`config.mk`:
```
export PLATFORM = sky130hd
export DESIGN_NAME = systolic_tile_sequencer
export DESIGN_NICKNAME = d
export VERILOG_FILES = /design/src/rtl/systolic_tile_sequencer.sv
export SDC_FILE = /design/constraint.sdc
export NUM_CORES = 1
export LEC_CHECK = 0
export CORE_MARGIN = 2
export CORE_UTILIZATION = 51
export CTS_BUF_LIST = sky130_fd_sc_hd__clkbuf_2 sky130_fd_sc_hd__clkbuf_4 sky130_fd_sc_hd__clkbuf_8
export CTS_CLUSTER_DIAMETER = 200
export DETAILED_ROUTE_END_ITERATION = 12
export PLACE_DENSITY = 0.92
export RECOVER_POWER = 25
export SLEW_MARGIN = 40
export SYNTH_ARGS = -nofsm -noshare
export SYNTH_HDL_FRONTEND = slang
export SYNTH_SLANG_ARGS = --single-unit
```
`constraint.sdc`:
```
create_clock -name clk -period 3.7 [get_ports clk]
set_input_delay 0.74 -clock clk [delete_from_list [all_inputs] [get_ports clk]]
set_output_delay 0.74 -clock clk [all_outputs]
set_load 0.1 [all_outputs]
```
`src/rtl/systolic_tile_sequencer.sv`:
```
// systolic_tile_sequencer
// Host-side sequencer for a 3x3 systolic convolution array. Collects a 4x4
// image tile and a 3x3 filter from a byte stream, holds the array out of
// reset for a fixed compute window, captures the 2x2 result and streams the
// four result bytes back out.
module systolic_tile_sequencer #(
    parameter int LATENCY = 12,
    parameter int DW      = 8
) (
    input  logic            clk,
    input  logic            rst,
    input  logic            in_valid,
    output logic            in_ready,
    input  logic [DW-1:0]   in_data,
    input  logic            reuse_flt,
    output logic [16*DW-1:0] img_flat,
    output logic [9*DW-1:0] flt_flat,
    output logic            arr_rst,
    input  logic [4*DW-1:0] res_flat,
    output logic            out_valid,
    input  logic            out_ready,
    output logic [DW-1:0]   out_data,
    output logic            tile_done
);

    localparam logic [1:0] S_LOAD_IMG = 2'd0;
    localparam logic [1:0] S_LOAD_FLT = 2'd1;
    localparam logic [1:0] S_RUN      = 2'd2;
    localparam logic [1:0] S_DRAIN    = 2'd3;

    localparam logic [7:0] LAST_RUN   = 8'(LATENCY - 1);
    localparam logic [3:0] LAST_IMG   = 4'd15;
    localparam logic [3:0] LAST_FLT   = 4'd8;
    localparam logic [1:0] LAST_DRAIN = 2'd3;

    logic [1:0]    r_state;
    logic [3:0]    r_byte_idx;
    logic [7:0]    r_run_cnt;
    logic [1:0]    r_drain_idx;
    logic          r_flt_loaded;
    logic [DW-1:0] r_img [16];
    logic [DW-1:0] r_flt [9];
    logic [DW-1:0] r_res [4];

    logic w_in_hs;
    logic w_out_hs;
    logic w_img_wr;
    logic w_flt_wr;
    logic w_img_last;
    logic w_flt_last;
    logic w_run_last;
    logic w_drain_last;
    logic w_skip_flt;

    // Handshakes and per-state qualifiers shared by the blocks below.
    assign in_ready     = ~rst & ((r_state == S_LOAD_IMG) | (r_state == S_LOAD_FLT));
    assign w_in_hs      = in_valid & in_ready;
    assign out_valid    = ~rst & (r_state == S_DRAIN);
    assign w_out_hs     = out_valid & out_ready;
    assign w_img_wr     = w_in_hs & (r_state == S_LOAD_IMG);
    assign w_flt_wr     = w_in_hs & (r_state == S_LOAD_FLT);
    assign w_img_last   = w_img_wr & (r_byte_idx == LAST_IMG);
    assign w_flt_last   = w_flt_wr & (r_byte_idx == LAST_FLT);
    assign w_run_last   = (r_state == S_RUN) & (r_run_cnt == LAST_RUN);
    assign w_drain_last = w_out_hs & (r_drain_idx == LAST_DRAIN);
    // A reuse request only counts once a filter has actually been loaded.
    assign w_skip_flt   = reuse_flt & r_flt_loaded;

    // The array is only let out of reset while the sequencer is in RUN.
    assign arr_rst   = rst | (r_state != S_RUN);
    assign out_data  = r_res[r_drain_idx];
    assign tile_done = w_drain_last;

    // Flatten the stored tile and filter; bus outputs come straight from registers.
    for (genvar g = 0; g < 16; g++) begin : g_img_flat
        assign img_flat[DW*g +: DW] = r_img[g];
    end
    for (genvar g = 0; g < 9; g++) begin : g_flt_flat
        assign flt_flat[DW*g +: DW] = r_flt[g];
    end

    // Sequencer state, byte index, run counter, drain index and filter-valid flag.
    // NOTE: all clocked state uses non-blocking assignments so every register
    // samples the pre-edge values of the others, independent of block order.
    always_ff @(posedge clk) begin
        if (rst) begin
            r_state      <= S_LOAD_IMG;
            r_byte_idx   <= '0;
            r_run_cnt    <= '0;
            r_drain_idx  <= '0;
            r_flt_loaded <= 1'b0;
        end else begin
            case (r_state)
                S_LOAD_IMG: begin
                    if (w_img_last) begin
                        r_byte_idx <= '0;
                        r_state    <= w_skip_flt ? S_RUN : S_LOAD_FLT;
                    end else if (w_img_wr) begin
                        r_byte_idx <= r_byte_idx + 4'd1;
                    end
                end
                S_LOAD_FLT: begin
                    if (w_flt_last) begin
                        r_byte_idx   <= '0;
                        r_flt_loaded <= 1'b1;
                        r_state      <= S_RUN;
                    end else if (w_flt_wr) begin
                        r_byte_idx <= r_byte_idx + 4'd1;
                    end
                end
                S_RUN: begin
                    if (w_run_last) begin
                        r_run_cnt <= '0;
                        r_state   <= S_DRAIN;
                    end else begin
                        r_run_cnt <= r_run_cnt + 8'd1;
                    end
                end
                S_DRAIN: begin
                    if (w_drain_last) begin
                        r_drain_idx <= '0;
                        r_state     <= S_LOAD_IMG;
                    end else if (w_out_hs) begin
                        r_drain_idx <= r_drain_idx + 2'd1;
                    end
                end
                default: r_state <= S_LOAD_IMG;
            endcase
        end
    end

    // Image slot write on each accepted image byte.
    // NOTE: the byte arrays are reset because reset must present an all-zero
    // tile and filter to the array; they are small enough to stay flops.
    always_ff @(posedge clk) begin
        if (rst) begin
            for (int i = 0; i < 16; i++) r_img[i] <= '0;
        end else if (w_img_wr) begin
            r_img[r_byte_idx] <= in_data;
        end
    end

    // Filter slot write on each accepted filter byte.
    always_ff @(posedge clk) begin
        if (rst) begin
            for (int i = 0; i < 9; i++) r_flt[i] <= '0;
        end else if (w_flt_wr) begin
            r_flt[r_byte_idx] <= in_data;
        end
    end

    // Capture the array outputs on the final cycle of the compute window.
    always_ff @(posedge clk) begin
        if (rst) begin
            for (int i = 0; i < 4; i++) r_res[i] <= '0;
        end else if (w_run_last) begin
            for (int i = 0; i < 4; i++) r_res[i] <= res_flat[DW*i +: DW];
        end
    end

endmodule
```
Word level (Yosys, flattened, before mapping)
Memories as Yosys holds them, arrays and structs flattened. A register that Yosys moved wholly into a read port is not among the register bits. Index checks and enable logic that the tools add are counted. Widths: inputs -> output; s select.

$add $sub $neg: 3. Multiply operators: 0. Div/mod/pow operators: 0. $lt $le $gt $ge: 0. Equality and inequality tests: 14. Shifts and indexed selects: 0. Mux-type cells: 37. Bitwise logic cells: 18. Reduce and logical (&&, ||, !) cells: 9.

Operators by type and width (count): $mux 8 (7); $mux 4 (6); $mux 2 (9); $reduce_or 8->1 (2); $mux 1 (13); $and 1x1->1 (11); $ne 2x2->1 const B (5); $add 8x1->8 const B (1); $eq 4x4->1 const B (2); $eq 8x4->1 const B (1); $pmux 2 s4 (1); $pmux 4 s2 (1); $eq 2x2->1 const B (3); $ne 3x3->1 const B (2); $or 1x1->1 (6); $add 4x1->4 const B (1); $reduce_and 2->1 (2); $reduce_and 4->1 (1); $reduce_bool 2->1 (2); $reduce_and 3->1 (1); $add 2x1->2 const B (1); $eq 2x1->1 const B (1); $logic_not 2->1 (1); $not 1->1 (1).

Bits in registers: 17. Bits in latches: 0. RAM bits: 232. ROM bits: 0. Output and inout port bits: 212. Logic and storage cells: 89. Memories: 3.

Memories: r_img (words 16, width 8, read ports 16, clocked after memory_dff 0, wr ports 16, RTL line 41) `logic [DW-1:0] r_img [16];`; r_flt (words 9, width 8, read ports 9, clocked after memory_dff 0, wr ports 9, RTL line 42) `logic [DW-1:0] r_flt [9];`; r_res (words 4, width 8, read ports 1, clocked after memory_dff 1, wr ports 4, RTL line 43) `logic [DW-1:0] r_res [4];`.

Logic depth before layout (Yosys ltp)
Depth in word-level cells: 10. Gate-level depth with buffers: 7.

Least setup slack after synthesis
Ideal clock, no wire load.

Path type: input port to output port. Start point: in rst. End point: out tile_done. Data arrival time: 3.235 ns. Data required time: 2.960 ns. Setup slack: -0.275 ns. Stages: 3. Buffers on the path: 1. Path through: clkbuf_1 nor2b_1 and3_1.

Longest elaborated chain between the ends: 4.

RTL lines: start, declared (RTL line 11) `input logic rst,`; $not 1->1 (RTL line 58) `assign out_valid = ~rst & (r_state == S_DRAIN);`; $and 1x1->1 (RTL line 58); net out_valid (RTL line 20) `output logic out_valid,`; $and 1x1->1 (RTL line 59) `assign w_out_hs = out_valid & out_ready;`; $and 1x1->1 (RTL line 65) `assign w_drain_last = w_out_hs & (r_drain_idx == LAST_DRAIN);`; end, declared (RTL line 23) `output logic tile_done`.

The timed path passes the listed nets, and every way through them passes these cells.

==> flow_summary.toml <==
[place]
place_hpwl_um = 16500
postPlaceCellArea_sq_um = 11900
port-buffer-count = 256
gp_congestion = 0.816

[job]
maxCapViolCount = 0

[pwr]
p_seq_share_pct = 48.8
power_density_nw_per_um2 = 539
internal_power_mw = 4.56
switching_share_pct = 32.1
clkPwrFrac_pct = 32.5
p_comb_share_pct = 18.7
power.leakage_nw = 5.01
ir_drop_mv = 0.250
p_switching_mw = 2.15

[logic_synthesis]
synth_seq_area_share_pct = 72.6
netlist_instances = 676
synth_seq_cells = 251
synth_common_cells = "edfxtp_1, and2_1, and3_1"
synth_top_area_share_pct = 68.9
synth_edf_count = 232
ys_types = 42
synth-main-ff-cell = "edfxtp_1"
syn_area_per_cell_sq_um = 15.0
synth_top_cell_by_area = "edfxtp_1"
syn_area_sq_um = 10100
yosys_warnings = 0
yosysMostFrequentCell = "edfxtp_1"
synthArstFlopShare_pct = 0
syn-num-nets = 731
synthTopCellsByArea = "edfxtp_1, and2_1, dfxtp_1, and3_1, and2_2"

[global_routing]
grt.total_usage_pct = 22.9
grt_first_pass_wirelength_um = 35300
grt-ovfl-total = 0
grt_max_degree = 40
antenna_found_initial = 1
grt_pass1_vias = 6112

[routing]
viasPerCell = 5.18
dr.pass1.iters = 5
dr.first_iter.drc_count = 455
routedWlPerCell_um = 19.8
vias = 6397
drcViolationCount = 0
drt-total-wl_um = 24500
ant_nets = 0

[sta]
maxSlewHeadroom_pct = 15.3
finalSetupViolCount = 0
finalSetupTns_ps = 0
finalCritPeriodShare_pct = 75.6
max_freq_mhz = 357
final-hold-violation-count = 0
fin_hold_ws_ps = 479
fin_skew_ps = 23.1
report.final.slew_viol_count = 0
fin_crit_ps = 2800
tightest_slew_ps = 1280
rsz0062_at_grt = "false"

[layout]
area_growth_pct = 23.0
drive_gt1_share_pct = 25.6
antenna_cells = 0
finish.instance_area_sq_um = 12400
nets = 998

[setup_path]
worst_ep_arrival_time_ps = 3000
crit_type = "in2reg"
worstSetupStartpointType = "input port"
worst_ep_required_time_ps = 3900
crit_chain = "dlygate4sd3_1, nand2b_1, nor3_1, buf_4, a21o_1"
path_max_fanout = 18
cpPeakStageDelay_ps = 770
end_kind = "flop"
critPathSlowestCell = "nor3_1"

[die]
initial_utilization_pct = 52.0
dieHeight_um = 145
die_area_sq_um = 21000
io_pins = 257
rows = 51
core_sq_um = 19500
fp.dieW_um = 145

[clocking]
path_clk_slew_ps = 70
htree_levels = 2
cts_tree = "built"
cts_sinks = 251
clk_latency_ps = 530
clockRootBuffer = "clkbuf_8"
ctsResizeCount = 0
cts_buffers = 37
cts.path.max_buffers = 3
cts_setup_buffers = 0
hold_buffers = 0

[min_path]
hold_class = "reg2reg"

[outcome]
outcome = "complete, no violations"
[per-stage QoR]
| step | util, % | setup WS [ps] | total power, mW | instances |
|---|---|---|---|---|
| finish | 63.9 | 902 | 6.71 | 1236 |
| global route | 63.9 | 738 | 6.93 | 1236 |
| CTS | 64.6 | 871 | 6.75 | 1236 |
| detailed placement | 60.9 | 748 | 4.60 | 1169 |
| global placement | 66.1 | 827 | 4.68 | 1169 |
| floorplan | - | 299 | 4.34 | 676 |
[state kept, by name, summed over array words and instances, names as in the netlist, named ones only]
signal	count
r_res	32
r_img	128
r_run_cnt	8
r_drain_idx	2
r_flt_loaded	1
r_byte_idx	4
r_flt	72
r_state	2
[worst max-delay path, delay by kind of cell]
family	cells	cell delay [ps]
and+or+nand+nor	2	970
AOI/OAI and AO/OA	1	340
buffers and inverters	2	950
[cell families after synthesis]
group                    after synthesis  share of synthesized area [%]
AO/OA/AOI/OAI                         23                           1.53
XOR/XNOR                              10                          0.866
adder cells (fa/ha/maj)               10                           1.24
buffers and inverters                 45                           2.04
flip-flops                           251                           72.6
multiplexers                           9                           1.89
AND/OR/NAND/NOR                      328                           19.8
[area by class of cell]
class | count | area, sq um
sequential | 251 | 7350
fill | 1450 | 7020
multi-input combinational | 380 | 2560
timing repair buffer | 265 | 1460
clock buffer | 50 | 607
tap | 265 | 332
clock inverter | 17 | 114
inverter | 8 | 30.0
[metal layers]
layer | part of all wire (%) | up-vias | GRT usage (%)
li1 | - | 2934 | -
met1 | 39 | 3092 | 28.9
met2 | 50 | 312 | 38.8
met3 | 7.9 | 57 | 5.17
met4 | 3.0 | 2 | 8.84
met5 | 0.053 | - | 0
[cell usage in the layout (no fill, tap or decap), types with 6 or more instances in the layout]
cell,instances
and3_1,51
and2_0,43
a21oi_1,6
buf_2,103
dfxtp_1,19
and2_2,28
mux4_2,8
inv_1,8
ha_1,10
or2_2,21
nor2_1,36
clkbuf_8,37
a21o_1,6
nand3_1,8
clkinv_2,6
nand2_1,7
clkbuf_4,13
clkbuf_1,100
buf_4,21
edfxtp_1,232
clkdlybuf4s50_1,39
and2_1,113
clkinv_1,6
[final timing paths]
| path | depth (start not counted) | from | slack [ps] | to |
|---|---|---|---|---|
| worst min register to register | 2 | r_flt_loaded | 480 | r_flt_loaded |
| worst min-delay path | 2 | r_flt_loaded | 480 | r_flt_loaded |
| worst max register to register | 6 | r_state[1] | 1120 | r_flt[6][4] |
| worst max-delay path | 5 | in_valid | 900 | r_flt[6][4] |
[power by group through the flow]
| stage | registers [mW] | logic, mW | clock network (mW) |
|---|---|---|---|
| finish | 3.27 | 1.25 | 2.18 |
| floorplan | 4.03 | 0.315 | 0 |
| global placement | 3.33 | 1.34 | 0 |
| global route | 3.28 | 1.30 | 2.35 |
| CTS | 3.27 | 1.27 | 2.21 |
| detailed placement | 3.33 | 1.27 | 0 |
No activity file was read; power rests on OpenSTA's default activity.
